## src/rtl/overlay_chram_sched_if.sv

```systemverilog
// Character-RAM write port bundle driven by the overlay scheduler.
interface overlay_chram_sched_if;
    logic        wr_ena;
    logic [11:0] wr_addr;
    logic [7:0]  wr_data;
    logic        busy;

    modport master (output wr_ena, wr_addr, wr_data, busy);
    modport slave  (input  wr_ena, wr_addr, wr_data, busy);
endinterface

```

## src/rtl/overlay_chram_sched.sv

```systemverilog
// Cassette overlay chram write scheduler: watches tape position/length,
// queues wheel / progress-bar / hex-counter refresh jobs and serves them
// round-robin through the single chram write port.
module overlay_chram_sched #(
    parameter int WHEEL_A0 = 331,
    parameter int WHEEL_A1 = 340,
    parameter int BAR_BASE = 136,
    parameter int CNT_BASE = 200
) (
    input  logic                  i_clk,
    input  logic                  reset_n,
    input  logic                  ena,
    input  logic [24:0]           pos,
    input  logic [24:0]           max,
    overlay_chram_sched_if.master wr
);
    typedef enum logic {S_IDLE, S_RUN} state_t;
    typedef enum logic [1:0] {J_WHEEL = 2'd0, J_BAR = 2'd1, J_CNT = 2'd2} job_t;
    typedef struct packed {
        logic        ena;
        logic [11:0] addr;
        logic [7:0]  data;
    } wr_t;

    logic [24:0] pos_r, max_r;
    logic        primed;
    logic        pos_ev, max_ev;
    logic [20:0] inc_pos;
    logic [4:0]  blocks;
    logic [2:0]  pend;          // bit index = job_t
    logic [2:0]  clr;
    job_t        rr, job, gsel;
    logic        grant;
    logic [2:0]  arb_s;
    state_t      state, state_n;
    logic [3:0]  idx;
    logic        last;
    logic [4:0]  blocks_s;
    logic [23:0] pos_s;
    logic        wheel_state;
    logic [4:0]  sh;
    logic [3:0]  nib;
    wr_t         wr_q, wr_n;
    logic        busy_q;

    // The first cycle after reset only primes pos_r/max_r, so the values
    // present at reset release do not count as changes.
    assign pos_ev = primed && (pos != pos_r);
    assign max_ev = primed && (max != max_r);

    // Change-detect history registers.
    always_ff @(posedge i_clk or negedge reset_n) begin
        if (!reset_n) begin
            pos_r  <= '0;
            max_r  <= '0;
            primed <= 1'b0;
        end else begin
            pos_r  <= pos;
            max_r  <= max;
            primed <= 1'b1;
        end
    end

    // Progress bar tracking: one block per (max/16)+1 position events, capped at 16.
    always_ff @(posedge i_clk or negedge reset_n) begin
        if (!reset_n) begin
            inc_pos <= '0;
            blocks  <= '0;
        end else if (pos_ev) begin
            if (pos == '0) begin
                inc_pos <= '0;
                blocks  <= '0;
            end else if (inc_pos == {1'b0, max[23:4]}) begin
                inc_pos <= '0;
                if (blocks != 5'd16) blocks <= blocks + 5'd1;
            end else begin
                inc_pos <= inc_pos + 21'd1;
            end
        end
    end

    // Pending flags; a set on the grant edge beats the clear so the job reruns.
    always_ff @(posedge i_clk or negedge reset_n) begin
        if (!reset_n) pend <= '0;
        else          pend <= (pend & ~clr) | {pos_ev, pos_ev | max_ev, pos_ev};
    end

    // Round-robin pick: rr holds the first requester to look at.
    always_comb begin
        grant = 1'b0;
        gsel  = J_WHEEL;
        arb_s = '0;
        for (int k = 2; k >= 0; k--) begin
            arb_s = {1'b0, rr} + 3'(k);
            if (arb_s >= 3'd3) arb_s = arb_s - 3'd3;
            if (pend[arb_s[1:0]]) begin
                grant = 1'b1;
                gsel  = job_t'(arb_s[1:0]);
            end
        end
    end

    // FSM state register.
    always_ff @(posedge i_clk or negedge reset_n) begin
        if (!reset_n) state <= S_IDLE;
        else          state <= state_n;
    end

    // Next state, grant clear and the write to register for the next cycle.
    always_comb begin
        state_n = state;
        clr     = '0;
        wr_n    = '0;
        last    = 1'b0;
        sh      = '0;
        nib     = '0;
        unique case (state)
            S_IDLE: begin
                if (ena && grant) begin
                    state_n = S_RUN;
                    clr     = 3'b001 << gsel;
                end
            end
            S_RUN: begin
                wr_n.ena = 1'b1;
                case (job)
                    J_WHEEL: begin
                        last      = (idx == 4'd1);
                        wr_n.addr = idx[0] ? 12'(WHEEL_A1) : 12'(WHEEL_A0);
                        wr_n.data = (wheel_state ^ idx[0]) ? 8'h2A : 8'h96;
                    end
                    J_BAR: begin
                        last      = (idx == 4'd15);
                        wr_n.addr = 12'(BAR_BASE) + 12'(idx);
                        wr_n.data = ({1'b0, idx} < blocks_s) ? 8'h7F : 8'hA6;
                    end
                    J_CNT: begin
                        last      = (idx == 4'd5);
                        sh        = 5'd20 - {idx[2:0], 2'b00};
                        nib       = pos_s[sh +: 4];
                        wr_n.addr = 12'(CNT_BASE) + 12'(idx);
                        wr_n.data = (nib < 4'd10) ? 8'h30 + {4'b0, nib} : 8'h37 + {4'b0, nib};
                    end
                    default: last = 1'b1;
                endcase
                if (last) state_n = S_IDLE;
            end
            default: state_n = S_IDLE;
        endcase
    end

    // Job context: grant snapshots, write index, RR pointer, wheel phase.
    always_ff @(posedge i_clk or negedge reset_n) begin
        if (!reset_n) begin
            job         <= J_WHEEL;
            rr          <= J_WHEEL;
            idx         <= '0;
            blocks_s    <= '0;
            pos_s       <= '0;
            wheel_state <= 1'b0;
        end else if (state == S_IDLE && state_n == S_RUN) begin
            job      <= gsel;
            rr       <= (gsel == J_CNT) ? J_WHEEL : job_t'(gsel + 2'd1);
            idx      <= '0;
            blocks_s <= blocks;
            pos_s    <= pos[23:0];
        end else if (state == S_RUN) begin
            idx <= idx + 4'd1;
            if (job == J_WHEEL && idx == 4'd1) wheel_state <= ~wheel_state;
        end
    end

    // Registered chram port; reset clears it asynchronously to abort a job.
    always_ff @(posedge i_clk or negedge reset_n) begin
        if (!reset_n) begin
            wr_q   <= '0;
            busy_q <= 1'b0;
        end else begin
            wr_q   <= wr_n;
            busy_q <= (state == S_RUN);
        end
    end

    assign wr.wr_ena  = wr_q.ena;
    assign wr.wr_addr = wr_q.addr;
    assign wr.wr_data = wr_q.data;
    assign wr.busy    = busy_q;
endmodule
```

## src/flat_wrapper.sv

```systemverilog
// flat-port wrapper written by rule: the top's interface ports become plain ports
module overlay_chram_sched_flat 
#(
    parameter int WHEEL_A0 = 331,
    parameter int WHEEL_A1 = 340,
    parameter int BAR_BASE = 136,
    parameter int CNT_BASE = 200
)
  (i_clk, reset_n, ena, pos, max, wr_wr_ena, wr_wr_addr, wr_wr_data, wr_busy);
  overlay_chram_sched_if wr_i ();
  input  logic i_clk;
  input  logic reset_n;
  input  logic ena;
  input  logic [24:0] pos;
  input  logic [24:0] max;
  output wire logic [$bits(wr_i.wr_ena)-1:0] wr_wr_ena;
  output wire logic [$bits(wr_i.wr_addr)-1:0] wr_wr_addr;
  output wire logic [$bits(wr_i.wr_data)-1:0] wr_wr_data;
  output wire logic [$bits(wr_i.busy)-1:0] wr_busy;
  assign wr_wr_ena = wr_i.wr_ena;
  assign wr_wr_addr = wr_i.wr_addr;
  assign wr_wr_data = wr_i.wr_data;
  assign wr_busy = wr_i.busy;
  overlay_chram_sched #(.WHEEL_A0(WHEEL_A0), .WHEEL_A1(WHEEL_A1), .BAR_BASE(BAR_BASE), .CNT_BASE(CNT_BASE)) u_core (.i_clk(i_clk), .reset_n(reset_n), .ena(ena), .pos(pos), .max(max), .wr(wr_i));
endmodule
```

## config.mk

```make
export PLATFORM = sky130hd
export DESIGN_NAME = overlay_chram_sched_flat
export DESIGN_NICKNAME = d
export VERILOG_FILES = /design/src/rtl/overlay_chram_sched_if.sv /design/src/rtl/overlay_chram_sched.sv /design/src/flat_wrapper.sv
export SDC_FILE = /design/constraint.sdc
export NUM_CORES = 1
export LEC_CHECK = 0
export BUFFER_PORTS_ARGS = -buffer_cell sky130_fd_sc_hd__buf_2
export CAP_MARGIN = 0
export CORE_AREA = 2 2 114 116
export DETAILED_ROUTE_END_ITERATION = 8
export DIE_AREA = 0 0 116 118
export HOLD_SLACK_MARGIN = 0.12
export PLACE_DENSITY = 0.74
export SLEW_MARGIN = 5
export SYNTH_ARGS = -nofsm -noshare
export SYNTH_HDL_FRONTEND = slang
export SYNTH_SLANG_ARGS = --single-unit
```

## constraint.sdc

```tcl
create_clock -name i_clk -period 3.65 [get_ports i_clk]
set_input_delay 0.5475 -clock i_clk [delete_from_list [all_inputs] [get_ports i_clk]]
set_output_delay 0.5475 -clock i_clk [all_outputs]
set_load 0.1 [all_outputs]
```

==> impl_metrics.csv, run 1 <==
group,metric,value,unit
die,io_pins,75,
route,drcViolationCount,0,
synthesis,synth-xor-area-share,0.0986,
synthesis,yosysSeqAreaShare,0.511,
timing,grt_setup_unrepaired,"no",
clock_network,cts_tree,"yes",
synthesis,synth_compound_area_frac,0.103,
timing,final_hold_viol_count,0,
synthesis,synth_edf_count,0,
synthesis,synth_mux_area_frac,0.0785,
pwr,power_density,811,mW/mm2
clock_network,worstSkewPairLatency,420,ps
clock_network,clock-sinks,136,
flow_run,max-cap-violations,0,
die,rows,41,
clock_network,htreeDepth,4,
route,routed_wl,14000,um
global_routing,antenna_found_initial,0,
worst_setup_path,worstPathRequired,3950,ps
finish,final_util,0.626,
finish,area_growth,16.6,%
route,drt-wirelength-per-cell,16.6,um
timing,relSlewSlack,0.275,
synthesis,synth_fa_ha_area_frac,0.0413,
min_path,whs_endpoint,"u_core.max_r[2]",
clock_network,path_clk_slew,60,ps
finish,layout_commonest_cell,"dfrtp_1",
worst_setup_path,rr_endpoint,"u_core.pos_s[20]",
clock_network,root_buffer,"clkbuf_16",
clock_network,clk_path_buf_depth,2,
synthesis,async_flop_share,1.00,
worst_setup_path,cp_max_fo,46,
finish,final_cell_mix,"dfrtp_1, buf_2, xnor2_1, xor2_1, nand2_1",
synthesis,syn_area,0.00666,mm2
place,post-place-cells,813,
clock_network,cts_resized,0,
synthesis,ys_seq_elements,136,
global_routing,grt_usage,0.221,
die,die_h,118,um
pwr,leakage,3.45,nW
die,core,0.0124,mm2
route,drt-initial-drc-count,240,
synthesis,yosys_warnings,0,
synthesis,syn_inst,590,
worst_setup_path,critical_path_class,"reg -> reg",
place,place.gp.congestion,0.833,
timing,skew,7.44,ps
global_routing,grt_max_degree,122,
timing,max_freq,393,MHz
synthesis,synth_top_family_by_area,"simple AND/OR/NAND/NOR gates",
timing,worst_pin_slew,1090,ps
clock_network,cts_setup_buffers,0,
die,initial_utilization,0.537,
finish,num-nets-final,735,
place,io_buffers,70,
min_path,hold_depth,1,
pwr,ir_drop,0.487,mV
clock_network,numCtsBuffers,17,
finish,diodes,0,
worst_setup_path,cp-end-kind,"flop",
worst_setup_path,start_kind,"flop",
timing,finalCriticalPeriod,2540,ps
route,vias_per_cell,5.54,
timing,min_period_over_period,0.697,
die,die-area,0.0137,mm2
synthesis,synthSimpleGateAreaFrac,0.128,
route,ant_nets,0,
synthesis,avgSynthCellArea,11.3,um2
route,drt_pre_antenna_iters,4,
synthesis,synth_cell_types,58,
die,die_x,116,um
global_routing,grt_pass1_vias,4827,
worst_setup_path,reg2reg_depth,8,
finish,layoutNonFillerInstCount,845,
global_routing,grt_pass1_wl,23700,um
synthesis,synth_flop_cell,"dfrtp_1",
min_path,min_from,"max[2]",
route,vias,4680,
timing,setup-tns-final,0,ps
finish,drive_gt1_frac,0.223,
global_routing,grt_overflow_total,0,
worst_setup_path,regToRegStartpoint,"u_core.rr[0]",
timing,setup_viol,0,
outcome,status,"finished, final reports clean",
worst_setup_path,reg2reg_slack,1110,ps
place,dp_hpwl,9820,um
timing,slew_viol_final,0,
min_path,hp-class,"in -> reg",
clock_network,cts_hold_buf,0,
worst_setup_path,crit_arrival,2850,ps
## where the power goes
part | leakage, nW | internal [mW] | total [mW] | switching [mW]
logic | 1.50 | 0.856 | 2.36 | 1.50
clock network | 0.293 | 1.15 | 1.81 | 0.663
registers | 1.65 | 1.85 | 2.14 | 0.287
## worst max-delay path, cell delays in order (launching register included)
cell and delay [ps]:
dfrtp_1 410, inv_1 90, ha_1 220, mux2_2 350
mux2i_1 240, o21ai_0 150, nand3b_1 110, buf_4 430
mux2_2 400
## cell usage after synthesis (2+ instances only)
library cell	count	area, um2
nand3b_1	2	15.0
nor4bb_1	2	20.0
dfrtp_1	136	3400
a21o_1	13	97.6
nand2_1	35	131
mux2_2	28	315
o211ai_1	2	15.0
nor4_1	12	75.1
or2_2	4	25.0
nand4_1	12	75.1
a31oi_1	4	25.0
and2_1	6	37.5
o22ai_1	7	43.8
o21ai_0	16	80.1
or3_1	2	12.5
mux2i_1	14	140
mux4_2	3	67.6
nor2b_1	5	31.3
o31a_1	3	26.3
and3_1	8	50.1
a22oi_1	2	15.0
nand3_1	28	140
buf_6	2	22.5
xnor2_1	39	342
nand2b_1	6	37.5
buf_2	9	45.0
or4_1	5	37.5
inv_1	22	82.6
nor3_2	2	20.0
conb_1	2	7.51
clkbuf_1	11	41.3
xor2_1	36	315
nor2_1	21	78.8
a22o_1	11	96.3
ha_1	22	275
o31ai_1	3	22.5
nor3_1	5	25.0
a21oi_1	25	125
buf_4	6	45.0
## registers in the layout, summed over array words and instances (netlist names)
register,cells
u_core.blocks,5
u_core.blocks_s,5
u_core.idx,4
u_core.inc_pos,21
u_core.job,2
u_core.max_r,25
u_core.pend,3
u_core.pos_r,25
u_core.pos_s,24
u_core.primed,1
u_core.rr,2
u_core.state,1
u_core.wheel_state,1
u_core.wr.busy,1
u_core.wr.wr_addr,8
u_core.wr.wr_data,8
## metrics by stage
stage          hold slack (ps)  power, mW  instance area (um2)  setup WS [ps]
2_1_floorplan              252       4.00                 6670           1430
5_1_grt                    241       6.65                 7770            934
6_report                   255       6.30                 7770           1110
4_1_cts                    238       6.34                 7770           1100
3_3_place_gp               468       4.41                 7140            865
3_5_place_dp               473       4.50                 7140            840
## worst max path at each step
stage	start	end	slack (ps)	depth (start not counted)
2_1_floorplan	u_core.rr[0]	u_core.pos_s[10]	1430	9
4_1_cts	u_core.pos_r[18]	u_core.blocks[1]	1100	6
3_3_place_gp	pos[18]	u_core.inc_pos[11]	860	8
6_report	u_core.rr[0]	u_core.pos_s[20]	1110	8
3_5_place_dp	pos[1]	u_core.inc_pos[17]	840	8
5_1_grt	u_core.idx[1]	u_core.wr.wr_data[4]	930	9
## layer usage
| metal | vias to the layer above | GRT usage | wire length (um) | part of all wire |
|---|---|---|---|---|
| li1 | 2232 | - | - | - |
| met1 | 2322 | 0.301 | 6420 | 0.46 |
| met2 | 104 | 0.347 | 6890 | 0.49 |
| met3 | 22 | 0.0530 | 520 | 0.037 |
| met4 | 0 | 0.0774 | 215 | 0.015 |
| met5 | - | 0 | 0 | 0 |
## kinds of logic after synthesis
family | Yosys count
fa+ha+maj | 22
buf+inv | 51
mux | 45
xor+xnor | 75
simple gates | 159
compound gates | 100
flops | 136
other cells | 2
## cell type report
cell class / instances / area [um2]
fill: 977 / 4650
sequential: 136 / 3400
multi-input combinational: 406 / 3030
clock buffer: 18 / 429
timing repair buffer: 77 / 409
tap: 172 / 215
clock inverter: 14 / 199
inverter: 22 / 82.6
Note: power is estimated with default switching activity, not from simulation.
==> inputs of run 2 (changes only) <==
- CORE_AREA: 2 2 114 116 -> 2 2 116 118
- DIE_AREA: 0 0 116 118 -> 0 0 118 120
- PLACE_DENSITY: 0.74 -> 0.75
- clock period: 3.65 -> 2.3 ns (I/O delays scaled with it)
==> run 2 against run 1 <==
Net effect: routed wire length grew 12%; hold slack got worse by 89 ps; sequential share of layout area shrank 4.2 points; core utilization rose by 3.7 points; via count is 8.2% higher.
==> impl_metrics.csv, run 2 (same netlist as run 1, synthesis figures left out) <==
group,metric,value,unit
finish,top_regs,"u_core.max_r x25, u_core.pos_r x25, u_core.pos_s x24",
pwr,leakage,3.84,nW
worst_setup_path,reg2reg_depth,9,
global_routing,antenna_found_initial,0,
place,io_buffers,70,
clock_network,cts_tree,"yes",
die,core,0.0130,mm2
finish,num-nets-final,813,
worst_setup_path,critical-path-top-delay-family,"buffers and inverters",
worst_setup_path,crit_buf_inv,3,
die,die-area,0.0142,mm2
route,drt-wirelength-per-cell,17.0,um
global_routing,grt_max_degree,77,
timing,finalCriticalPeriod,2270,ps
route,drcViolationCount,0,
finish,drive_gt1_frac,0.268,
die,die_h,120,um
min_path,hold_depth,2,
worst_setup_path,regToRegStartpoint,"u_core.rr[0]",
worst_setup_path,rr_endpoint,"u_core.pos_s[12]",
timing,final_hold_viol_count,0,
worst_setup_path,crit_arrival,2580,ps
route,drt-initial-drc-count,340,
pwr,ir_drop,0.631,mV
clock_network,clock-sinks,136,
clock_network,numCtsBuffers,17,
min_path,hp-class,"in -> reg",
die,initial_utilization,0.513,
worst_setup_path,slowest_delay,530,ps
timing,slew_viol_final,0,
worst_setup_path,critPathSlowestCell,"dlygate4sd3_1",
finish,diodes,0,
route,ant_nets,0,
global_routing,grt_overflow_total,0,
timing,setup_viol,0,
clock_network,htreeDepth,4,
worst_setup_path,start_kind,"input port",
timing,skew,8.41,ps
place,place.gp.congestion,0.892,
route,vias,5063,
finish,layout_commonest_cell,"dfrtp_1",
clock_network,worstSkewPairLatency,420,ps
worst_setup_path,cp_max_fo,23,
die,die_x,118,um
pwr,power_density,1180,mW/mm2
route,vias_per_cell,5.46,
finish,stdcell_area,0.00861,mm2
worst_setup_path,cp-end-kind,"flop",
pwr,finalPower,10.1,mW
timing,final.setup.worst_slack,30.9,ps
clock_network,clk_path_buf_depth,2,
place,dpl-instance-area,0.00735,mm2
global_routing,grt_usage,0.229,
finish,final_cell_mix,"dfrtp_1, buf_2, dlygate4sd3_1, xnor2_1, xor2_1",
worst_setup_path,cp_cell_sequence,"dlygate4sd3_1 -> buf_2 -> nor4_1 -> nand4_1 -> nor2_1 -> a21oi_1 -> buf_4 -> a21o_1 -> a22o_1",
timing,max_freq,441,MHz
global_routing,grt_pass1_wl,25600,um
outcome,status,"finished, final reports clean",
min_path,min_from,"pos[18]",
global_routing,grt_pass1_vias,5148,
route,drt_pre_antenna_iters,4,
timing,relSlewSlack,0.520,
worst_setup_path,worstPathRequired,2610,ps
finish,area_growth,29.2,%
worst_setup_path,critical_path_class,"in -> reg",
worst_setup_path,reg2reg_slack,60,ps
min_path,whs_endpoint,"u_core.pos_r[18]",
clock_network,path_clk_slew,60,ps
flow_run,max-cap-violations,0,
timing,min_period_over_period,0.987,
timing,worst_pin_slew,719,ps
clock_network,root_buffer,"clkbuf_16",
timing,worst_hold_slack,166,ps
route,routed_wl,15800,um
die,io_pins,75,
place,dp_hpwl,10200,um
place,place_worst_setup_slack,-143,ps
die,rows,42,
==> run 2: cell count changes in the layout (fill, tap and decap cells not counted), sizes merged <==
cell          change
buf              +31
inv               +6
dlymetal6s4s      +2
clkinv            -1
o41a              +1
dlygate4sd3      +43
bufinv            -4
==> run 2: final cells by class <==
class | count | area, um2
Clock buffer | 17 | 425
Clock inverter | 15 | 118
Fill cell | 922 | 4370
Inverter | 22 | 82.6
Multi-Input combinational cell | 407 | 3140
Sequential cell | 136 | 3410
Tap cell | 176 | 220
Timing Repair Buffer | 154 | 1210
==> run 2: repair_timing <==
| item | in CTS | in global routing |
|---|---|---|
| setup buffers | 4 | 7 |
| endpoints found under the setup margin | 40 | 54 |
| cloned | 1 | 3 |
| hold buffers | 45 | 0 |
| resized for setup | 5 | 24 |
| pin swaps | 2 | 8 |
| hold endpoints to repair | 117 | 0 |
==> run 2: how the worst max path moves through the flow <==
stage	start	to	slack, ps	depth (start not counted)
floorplan	u_core.rr[0]	u_core.pos_s[10]	80	9
global placement	pos[9]	u_core.inc_pos[18]	-10	7
detailed placement	pos[23]	u_core.inc_pos[18]	-140	7
CTS	u_core.rr[0]	u_core.pos_s[16]	5	9
global route	pos[5]	u_core.inc_pos[3]	-50	9
finish	pos[5]	u_core.inc_pos[3]	30	9
==> run 2: per-layer routing <==
metal	wire, um	vias up	track usage
met5	0	-	0
met4	264	0	0.0813
met3	677	20	0.0528
met2	7830	124	0.379
met1	7020	2538	0.298
li1	-	2381	-
==> run 2: power breakdown <==
group / internal (mW) / leakage (nW) / switching (mW) / total (mW)
Sequential: 2.94 / 1.65 / 0.411 / 3.35
Combinational: 1.68 / 1.93 / 2.58 / 4.26
Clock: 1.40 / 0.260 / 1.11 / 2.51
Total: 6.02 / 3.84 / 4.09 / 10.1
==> run 2: worst reg2reg max path, cell delays in order (launching register included) <==
cell	delay, ps
dfrtp_1	390
buf_4	160
ha_4	180
a22o_1	190
a211oi_1	240
o21ai_1	120
nand3b_1	180
buf_6	160
buf_12	140
mux2_2	360
==> run 2: through the flow <==
step / setup TNS [ps] / utilization / cells
final: 0 / 0.663 / 927
after global routing: -755 / 0.663 / 927
after CTS: 0 / 0.649 / 920
after detailed placement: -4890 / 0.566 / 838
after global placement: -16.9 / 0.566 / 838
after floorplan: 0 / - / 593
